`config.mk`:
```
export PLATFORM = sky130hd
export DESIGN_NAME = control_in_capture_fifo_flat
export DESIGN_NICKNAME = d
export VERILOG_FILES = /design/src/rtl/control_in_capture_fifo_pkg.sv /design/src/rtl/control_in_capture_fifo_if.sv /design/src/rtl/control_in_capture_fifo_sync_fifo.sv /design/src/rtl/control_in_capture_fifo.sv /design/src/flat_wrapper.sv
export SDC_FILE = /design/constraint.sdc
export NUM_CORES = 1
export LEC_CHECK = 0
export BUFFER_PORTS_ARGS = -buffer_cell sky130_fd_sc_hd__buf_2
export CORE_ASPECT_RATIO = 1.25
export CORE_UTILIZATION = 68
export CTS_BUF_LIST = sky130_fd_sc_hd__clkbuf_2
export DETAILED_ROUTE_END_ITERATION = 16
export PLACE_DENSITY = 0.95
export SLEW_MARGIN = 20
export SYNTH_ARGS = -nofsm -noshare
export SYNTH_HDL_FRONTEND = slang
export SYNTH_SLANG_ARGS = --single-unit
```
`constraint.sdc`:
```
create_clock -name clock -period 19 [get_ports clock]
set_input_delay 2.85 -clock clock [delete_from_list [all_inputs] [get_ports clock]]
set_output_delay 2.85 -clock clock [all_outputs]
set_load 0.02 [all_outputs]
```
`src/rtl/control_in_capture_fifo_pkg.sv`:
```
// Shared types for the control_in capture buffer: record layout, capture modes
// and a width helper used wherever the packed record is sized.
package control_in_capture_pkg;

    localparam int INSTR_W_DEF = 16;

    typedef enum logic [1:0] {
        CAP_ALL      = 2'd0,
        CAP_CHANGE   = 2'd1,
        CAP_COMPLETE = 2'd2
    } cap_mode_e;

    // Field order matches the packed out_rec bus, MSB first.
    typedef struct packed {
        logic                   complete_data;
        logic                   complete_instr;
        logic [INSTR_W_DEF-1:0] IR;
        logic [INSTR_W_DEF-1:0] IR_Exec;
        logic [2:0]             psr;
        logic [2:0]             NZP;
        logic [INSTR_W_DEF-1:0] Instr_dout;
    } ctrl_rec_t;

    function automatic int rec_width(input int instr_w);
        return 3 * instr_w + 8;
    endfunction

endpackage

```
`src/rtl/control_in_capture_fifo_if.sv`:
```
// Bundle input, capture controls and drain port of the capture buffer.
// The slave modport is the buffer itself; master is the surrounding logic.
interface control_in_capture_fifo_if #(
    parameter int INSTR_W = 16,
    parameter int DEPTH   = 8,
    parameter int TS_W    = 16,
    parameter int DROP_W  = 8
);
    localparam int REC_W = control_in_capture_pkg::rec_width(INSTR_W);
    localparam int CNT_W = $clog2(DEPTH + 1);

    logic               enable;
    logic [1:0]         mode;
    logic               clear_ovf;
    logic               complete_data;
    logic               complete_instr;
    logic [INSTR_W-1:0] IR;
    logic [INSTR_W-1:0] IR_Exec;
    logic [2:0]         psr;
    logic [2:0]         NZP;
    logic [INSTR_W-1:0] Instr_dout;
    logic               out_valid;
    logic               out_ready;
    logic [REC_W-1:0]   out_rec;
    logic [TS_W-1:0]    out_ts;
    logic [CNT_W-1:0]   count;
    logic               overflow;
    logic [DROP_W-1:0]  drop_count;

    modport master (
        output enable, mode, clear_ovf,
        output complete_data, complete_instr, IR, IR_Exec, psr, NZP, Instr_dout,
        output out_ready,
        input  out_valid, out_rec, out_ts, count, overflow, drop_count
    );

    modport slave (
        input  enable, mode, clear_ovf,
        input  complete_data, complete_instr, IR, IR_Exec, psr, NZP, Instr_dout,
        input  out_ready,
        output out_valid, out_rec, out_ts, count, overflow, drop_count
    );

endinterface

```
`src/rtl/control_in_capture_fifo_sync_fifo.sv`:
```
// Generic show-ahead synchronous FIFO: the head entry is visible on dout while
// count is non-zero; dout reads as zero when empty.
module ctrl_sync_fifo #(
    parameter int WIDTH = 8,
    parameter int DEPTH = 8,
    localparam int PTR_W = $clog2(DEPTH),
    localparam int CNT_W = $clog2(DEPTH + 1)
) (
    input  logic             clock,
    input  logic             reset,
    input  logic             push,
    input  logic             pop,
    input  logic [WIDTH-1:0] din,
    output logic [WIDTH-1:0] dout,
    output logic [CNT_W-1:0] count
);

    logic [WIDTH-1:0] mem_q [DEPTH];
    logic [PTR_W-1:0] wr_ptr_q, wr_ptr_d;
    logic [PTR_W-1:0] rd_ptr_q, rd_ptr_d;
    logic [CNT_W-1:0] count_q, count_d;
    logic             full, empty, wr_en, rd_en;

    assign full  = (count_q == CNT_W'(DEPTH));
    assign empty = (count_q == '0);
    // A push into a full FIFO is only legal when the head leaves in the same cycle.
    assign wr_en = push && (!full || pop);
    assign rd_en = pop && !empty;

    always_comb begin
        wr_ptr_d = wr_ptr_q;
        rd_ptr_d = rd_ptr_q;
        count_d  = count_q;
        if (wr_en) wr_ptr_d = wr_ptr_q + PTR_W'(1);
        if (rd_en) rd_ptr_d = rd_ptr_q + PTR_W'(1);
        case ({wr_en, rd_en})
            2'b10:   count_d = count_q + CNT_W'(1);
            2'b01:   count_d = count_q - CNT_W'(1);
            default: count_d = count_q;
        endcase
    end

    always_ff @(posedge clock) begin
        if (wr_en) mem_q[wr_ptr_q] <= din;
    end

    always_ff @(posedge clock or negedge reset) begin
        if (!reset) begin
            wr_ptr_q <= '0;
            rd_ptr_q <= '0;
            count_q  <= '0;
        end else begin
            wr_ptr_q <= wr_ptr_d;
            rd_ptr_q <= rd_ptr_d;
            count_q  <= count_d;
        end
    end

    assign dout  = empty ? '0 : mem_q[rd_ptr_q];
    assign count = count_q;

endmodule

```
`src/rtl/control_in_capture_fifo.sv`:
```
// Capture buffer for the LC3 control_in bundle: filters samples by mode,
// timestamps them, queues them and keeps sticky overflow/drop accounting.
module control_in_capture_fifo
    import control_in_capture_pkg::*;
#(
    parameter int INSTR_W = 16,
    parameter int DEPTH   = 8,
    parameter int TS_W    = 16,
    parameter int DROP_W  = 8
) (
    input  logic                     clock,
    input  logic                     reset,
    control_in_capture_fifo_if.slave bus
);

    localparam int REC_W = rec_width(INSTR_W);
    localparam int ENT_W = REC_W + TS_W;
    localparam int CNT_W = $clog2(DEPTH + 1);

    logic [REC_W-1:0]  bundle;
    logic [REC_W-1:0]  prev_q, prev_d;
    logic              first_q, first_d;
    logic [TS_W-1:0]   ts_q, ts_d;
    logic              overflow_q, overflow_d;
    logic [DROP_W-1:0] drop_q, drop_d;

    logic              req, full, empty, push, pop, drop;
    logic [CNT_W-1:0]  fifo_count;
    logic [ENT_W-1:0]  fifo_dout;

    assign bundle = {bus.complete_data, bus.complete_instr, bus.IR, bus.IR_Exec,
                     bus.psr, bus.NZP, bus.Instr_dout};

    // Reserved mode 3 falls through to the completion filter.
    always_comb begin
        req = 1'b0;
        if (bus.enable) begin
            case (bus.mode)
                CAP_ALL:    req = 1'b1;
                CAP_CHANGE: req = first_q || (bundle != prev_q);
                default:    req = bus.complete_data || bus.complete_instr;
            endcase
        end
    end

    assign full  = (fifo_count == CNT_W'(DEPTH));
    assign empty = (fifo_count == '0);
    assign pop   = !empty && bus.out_ready;
    assign push  = req && (!full || pop);
    assign drop  = req && full && !pop;

    always_comb begin
        ts_d       = ts_q + TS_W'(1);
        prev_d     = bundle;
        first_d    = !bus.enable;
        overflow_d = overflow_q;
        drop_d     = drop_q;
        if (bus.clear_ovf) begin
            overflow_d = 1'b0;
            drop_d     = '0;
        end
        // Applied after the clear so a same-cycle drop still gets counted.
        if (drop) begin
            overflow_d = 1'b1;
            if (drop_d != '1) drop_d = drop_d + DROP_W'(1);
        end
    end

    always_ff @(posedge clock or negedge reset) begin
        if (!reset) begin
            ts_q       <= '0;
            prev_q     <= '0;
            first_q    <= 1'b1;
            overflow_q <= 1'b0;
            drop_q     <= '0;
        end else begin
            ts_q       <= ts_d;
            prev_q     <= prev_d;
            first_q    <= first_d;
            overflow_q <= overflow_d;
            drop_q     <= drop_d;
        end
    end

    ctrl_sync_fifo #(
        .WIDTH (ENT_W),
        .DEPTH (DEPTH)
    ) u_fifo (
        .clock (clock),
        .reset (reset),
        .push  (push),
        .pop   (pop),
        .din   ({bundle, ts_q}),
        .dout  (fifo_dout),
        .count (fifo_count)
    );

    assign bus.out_valid  = !empty;
    assign bus.out_rec    = fifo_dout[ENT_W-1:TS_W];
    assign bus.out_ts     = fifo_dout[TS_W-1:0];
    assign bus.count      = fifo_count;
    assign bus.overflow   = overflow_q;
    assign bus.drop_count = drop_q;

endmodule

```
`src/flat_wrapper.sv`:
```
// flat-port wrapper written by rule: the top's interface ports become plain ports
module control_in_capture_fifo_flat import control_in_capture_pkg::*;
#(
    parameter int INSTR_W = 16,
    parameter int DEPTH   = 8,
    parameter int TS_W    = 16,
    parameter int DROP_W  = 8
)
  (clock, reset, bus_enable, bus_mode, bus_clear_ovf, bus_complete_data, bus_complete_instr, bus_IR, bus_IR_Exec, bus_psr, bus_NZP, bus_Instr_dout, bus_out_ready, bus_out_valid, bus_out_rec, bus_out_ts, bus_count, bus_overflow, bus_drop_count);
  control_in_capture_fifo_if #(.INSTR_W(INSTR_W), .DEPTH(DEPTH), .TS_W(TS_W), .DROP_W(DROP_W)) bus_i ();
  input  logic clock;
  input  logic reset;
  input wire logic [$bits(bus_i.enable)-1:0] bus_enable;
  input wire logic [$bits(bus_i.mode)-1:0] bus_mode;
  input wire logic [$bits(bus_i.clear_ovf)-1:0] bus_clear_ovf;
  input wire logic [$bits(bus_i.complete_data)-1:0] bus_complete_data;
  input wire logic [$bits(bus_i.complete_instr)-1:0] bus_complete_instr;
  input wire logic [$bits(bus_i.IR)-1:0] bus_IR;
  input wire logic [$bits(bus_i.IR_Exec)-1:0] bus_IR_Exec;
  input wire logic [$bits(bus_i.psr)-1:0] bus_psr;
  input wire logic [$bits(bus_i.NZP)-1:0] bus_NZP;
  input wire logic [$bits(bus_i.Instr_dout)-1:0] bus_Instr_dout;
  input wire logic [$bits(bus_i.out_ready)-1:0] bus_out_ready;
  output wire logic [$bits(bus_i.out_valid)-1:0] bus_out_valid;
  output wire logic [$bits(bus_i.out_rec)-1:0] bus_out_rec;
  output wire logic [$bits(bus_i.out_ts)-1:0] bus_out_ts;
  output wire logic [$bits(bus_i.count)-1:0] bus_count;
  output wire logic [$bits(bus_i.overflow)-1:0] bus_overflow;
  output wire logic [$bits(bus_i.drop_count)-1:0] bus_drop_count;
  assign bus_i.enable = bus_enable;
  assign bus_i.mode = bus_mode;
  assign bus_i.clear_ovf = bus_clear_ovf;
  assign bus_i.complete_data = bus_complete_data;
  assign bus_i.complete_instr = bus_complete_instr;
  assign bus_i.IR = bus_IR;
  assign bus_i.IR_Exec = bus_IR_Exec;
  assign bus_i.psr = bus_psr;
  assign bus_i.NZP = bus_NZP;
  assign bus_i.Instr_dout = bus_Instr_dout;
  assign bus_i.out_ready = bus_out_ready;
  assign bus_out_valid = bus_i.out_valid;
  assign bus_out_rec = bus_i.out_rec;
  assign bus_out_ts = bus_i.out_ts;
  assign bus_count = bus_i.count;
  assign bus_overflow = bus_i.overflow;
  assign bus_drop_count = bus_i.drop_count;
  control_in_capture_fifo #(.INSTR_W(INSTR_W), .DEPTH(DEPTH), .TS_W(TS_W), .DROP_W(DROP_W)) u_core (.clock(clock), .reset(reset), .bus(bus_i));
endmodule
```
==> impl_metrics.xml <==
<?xml version="1.0" encoding="UTF-8"?>
<metrics>
  <group name="critical_path">
    <metric name="critical_path.max_fanout" unit="">68</metric>
    <metric name="timing.reg2reg.setup_slack" unit="ns">15.25</metric>
    <metric name="reg2regPathDepth" unit="">13</metric>
    <metric name="worst_r2r_endpoint" unit="">u_core.u_fifo.count[2]</metric>
    <metric name="worst_path_largest_cell_delay" unit="ns">0.86</metric>
    <metric name="cpMaxStageDelayCell" unit="">sky130_fd_sc_hd__buf_4</metric>
    <metric name="worstPathArrival" unit="ns">3.76</metric>
    <metric name="crit_type" unit="">flop to primary output</metric>
    <metric name="cp_num_buf_inv" unit="">2</metric>
    <metric name="r2r_start" unit="">u_core.prev_q[0]</metric>
    <metric name="critPathCaptureType" unit="">primary output</metric>
    <metric name="critPathRequiredTime" unit="ns">16.15</metric>
    <metric name="critical_path.cell_chain" unit="">buf_4, mux4_2, mux2i_1, nor2_1, buf_2</metric>
    <metric name="timing.critical_path.from_type" unit="">flop</metric>
    <metric name="critPathTopFamily" unit="">buffers and inverters</metric>
  </group>
  <group name="detailed_routing">
    <metric name="route.final.wire_length" unit="µm">55400</metric>
    <metric name="drc_errors" unit="">0</metric>
    <metric name="route.antenna.remaining_nets" unit="">0</metric>
    <metric name="first_pass_iters" unit="">5</metric>
    <metric name="wire_per_inst" unit="µm">26.47</metric>
    <metric name="route.vias.total" unit="">13251</metric>
    <metric name="post_drt_via_cell_ratio" unit="">6.331</metric>
    <metric name="detail_route.iter0.violations" unit="">1456</metric>
  </group>
  <group name="yosys">
    <metric name="synth_nets" unit="">1290</metric>
    <metric name="unique_cell_type_count_in_the_yosys_netlist" unit="">40</metric>
    <metric name="yosys.area.top_type" unit="">sky130_fd_sc_hd__edfxtp_1</metric>
    <metric name="synthDominantCellAreaShare" unit="%">67.52</metric>
    <metric name="synthesis.instances" unit="">1220</metric>
    <metric name="synth_enable_flop_cells" unit="">576</metric>
    <metric name="synth.area.top_cells" unit="">sky130_fd_sc_hd__edfxtp_1 68%, sky130_fd_sc_hd__mux4_2 13%, sky130_fd_sc_hd__dfrtp_1 8.9%, sky130_fd_sc_hd__mux2i_1 2.9%, sky130_fd_sc_hd__xnor2_1 2.5%</metric>
    <metric name="synth_area" unit="µm²">25620</metric>
    <metric name="synth_area_per_cell" unit="µm²">21.00</metric>
    <metric name="ys_async_sr_fraction" unit="%">13.77</metric>
    <metric name="synth_ff_type" unit="">sky130_fd_sc_hd__edfxtp_1</metric>
    <metric name="post-synth-top-count-cell" unit="">sky130_fd_sc_hd__edfxtp_1</metric>
    <metric name="synthesis.yosys.warnings" unit="">0</metric>
    <metric name="yosys-top-cells-count" unit="">576 x sky130_fd_sc_hd__edfxtp_1, 144 x sky130_fd_sc_hd__mux4_2, 91 x sky130_fd_sc_hd__dfrtp_1, 87 x sky130_fd_sc_hd__nor2_1, 73 x sky130_fd_sc_hd__mux2i_1</metric>
    <metric name="synth_seq_area_share" unit="%">76.51</metric>
    <metric name="register_bit_count_reported_by_yosys" unit="">668</metric>
  </group>
  <group name="clocking">
    <metric name="cts_max_path_buffers" unit="">3</metric>
    <metric name="clockRootBuffer" unit="">sky130_fd_sc_hd__clkbuf_2</metric>
    <metric name="worstSkewPairLatency" unit="ns">1.14</metric>
    <metric name="cts.reportedPaths.clkPinSlew" unit="ns">0.11</metric>
    <metric name="cts_tree" unit="">yes</metric>
    <metric name="postCtsSetupRepairBufs" unit="">0</metric>
    <metric name="postCtsHoldBufs" unit="">0</metric>
    <metric name="clock_tree.htree_level_count" unit="">4</metric>
    <metric name="cts_inserted_buffers" unit="">147</metric>
    <metric name="cts.sinks" unit="">668</metric>
    <metric name="cts-resized-gates" unit="">0</metric>
  </group>
  <group name="worst_hold_path">
    <metric name="hold_path_class" unit="">flop to flop</metric>
    <metric name="min_delay_worst_endpoint" unit="">u_core.bus.overflow</metric>
    <metric name="hold_path.startpoint" unit="">u_core.bus.overflow</metric>
    <metric name="hold-path-cell-count" unit="">2</metric>
  </group>
  <group name="timing">
    <metric name="slew_viol_final" unit="">0</metric>
    <metric name="timing.final.crit_period" unit="ns">6.613</metric>
    <metric name="setup_total_negative_slack" unit="ns">0</metric>
    <metric name="setup_viol_count_final" unit="">0</metric>
    <metric name="fin_crit_sh" unit="%">34.80</metric>
    <metric name="worst_clock_skew" unit="ns">0.08358</metric>
    <metric name="rsz_0062_raised_after_global_routing" unit="">false</metric>
    <metric name="hold_viol" unit="">0</metric>
    <metric name="achievable-frequency" unit="MHz">151.2</metric>
    <metric name="tightest_slew" unit="ns">1.095</metric>
    <metric name="slew-limit-headroom" unit="%">27.03</metric>
  </group>
  <group name="floorplanning">
    <metric name="die_h" unit="µm">219.0</metric>
    <metric name="design.core.area" unit="µm²">37170</metric>
    <metric name="io_pins" unit="">149</metric>
    <metric name="design.die.area" unit="µm²">38460</metric>
    <metric name="dieWidth" unit="µm">175.6</metric>
    <metric name="initial_core_util" unit="%">68.93</metric>
    <metric name="floorplan.rows" unit="">79</metric>
  </group>
  <group name="power_and_ir_drop">
    <metric name="vdd.ir_drop.worst" unit="mV">0.1254</metric>
    <metric name="pwr_density_cell" unit="nW/µm²">144.3</metric>
    <metric name="total_leakage_power" unit="nW">10.11</metric>
  </group>
  <group name="status">
    <metric name="run_status" unit="">completed</metric>
  </group>
  <group name="global_routing">
    <metric name="grt_pass1_vias" unit="">13991</metric>
    <metric name="overflow" unit="">0</metric>
    <metric name="grt_max_degree" unit="">95</metric>
    <metric name="grt_pass1_wl" unit="µm">81820</metric>
    <metric name="grtUsageTotal" unit="%">29.77</metric>
    <metric name="antenna_found_initial" unit="">7</metric>
  </group>
  <group name="finish">
    <metric name="layout-drive-gt1-share" unit="%">36.20</metric>
    <metric name="final_layout_net_count" unit="">1557</metric>
    <metric name="final_cell_count_no_fill" unit="">2093</metric>
    <metric name="area_delta_synth_final" unit="%">10.62</metric>
  </group>
  <group name="placed_design">
    <metric name="place.gp.congestion" unit="">0.7884</metric>
    <metric name="place_inst" unit="">1822</metric>
    <metric name="place_hpwl" unit="µm">30350</metric>
    <metric name="number_of_buffers_added_on_ports" unit="">148</metric>
  </group>
  <group name="run">
    <metric name="max_cap_violations" unit="">0</metric>
  </group>
</metrics>
[sequential cells by signal (all words and copies together) (netlist names)]
signal and count:
u_core.first_q 1, u_core.bus.overflow 1, u_core.u_fifo.wr_ptr_q 3, u_core.bus.drop_count 8
u_core.prev_q 56, u_core.u_fifo.mem_q 576, u_core.u_fifo.count 4, u_core.u_fifo.rd_ptr_q 3
u_core.ts_q 16
[layout make-up]
| type | count | area, µm² |
|---|---|---|
| Fill cell | 1933 | 8827 |
| Timing Repair Buffer | 171 | 968.4 |
| Antenna cell | 5 | 12.51 |
| Inverter | 11 | 42.54 |
| Multi-Input combinational cell | 488 | 5769 |
| Tap cell | 486 | 608.1 |
| Clock inverter | 33 | 170.2 |
| Sequential cell | 668 | 19610 |
| Clock buffer | 231 | 1156 |
[routing by layer]
metal | global-route usage, % | up-vias | part of all wire, % | routed length (µm)
met1 | 36.93 | 6739 | 35 | 19520
met3 | 6.445 | 144 | 8.7 | 4833
li1 | - | 5537 | - | -
met4 | 14.00 | 2 | 3.4 | 1863
met5 | 0 | - | 0.023 | 13
met2 | 50.51 | 829 | 53 | 29170
[how the worst max path moves through the flow]
stage	cells past startpoint	slack, ns	to	from
after floorplan	7	7.29	u_core.u_fifo.mem_q[2][0]	bus_NZP[1]
after global placement	14	12.78	u_core.u_fifo.count[2]	bus_IR[3]
after detailed placement	14	12.74	u_core.u_fifo.count[2]	bus_Instr_dout[0]
after CTS	5	11.67	bus_out_rec[41]	u_core.u_fifo.rd_ptr_q[1]
after global routing	5	12.14	bus_out_rec[41]	u_core.u_fifo.rd_ptr_q[0]
final	5	12.39	bus_out_rec[41]	u_core.u_fifo.rd_ptr_q[1]
[where the power goes]
part	internal, mW	leakage (nW)	switching, mW
sequential	1.78	6.35	0.115
clock	0.334	1.04	0.527
combinational	0.558	2.72	0.776
[logic make-up after synthesis]
group	share of synthesized area (%)
xor+xnor	2.769
flops	76.51
compound gates	0.3566
simple gates	3.097
buf+inv	1.177
mux	15.75
fa+ha+maj	0.3419
[cell usage in the layout, fill, tap and decap left out, drive strengths merged, types with 9 or more instances in the layout]
cell type,count
mux2i,73
clkinv,26
nor2b,9
dfrtp,91
buf,171
edfxtp,576
nand4,20
xnor2,72
nand3,13
xor2,9
nor2,87
inv,14
clkbuf,231
nand2,11
mux4,144
[worst min-delay path, cell delays in order (launching register included)]
cell and delay (ns):
sky130_fd_sc_hd__dfrtp_1 0.39, sky130_fd_sc_hd__inv_1 0.05, sky130_fd_sc_hd__o21ai_0 0.06
[metrics by stage]
step	cell area (µm²)	hold WS (ns)	setup WS [ns]	power [mW]	utilization, %
final	28340	0.5329	12.39	4.090	76.25
after floorplan	25620	0.5250	7.288	2.853	-
after global routing	28340	0.5715	12.14	4.264	76.25
after global placement	26940	0.5084	12.78	3.195	72.50
after CTS	28270	0.5390	11.67	4.104	76.07
after detailed placement	26940	0.5214	12.74	3.245	72.50
Note: power is estimated with default switching activity, not from simulation.
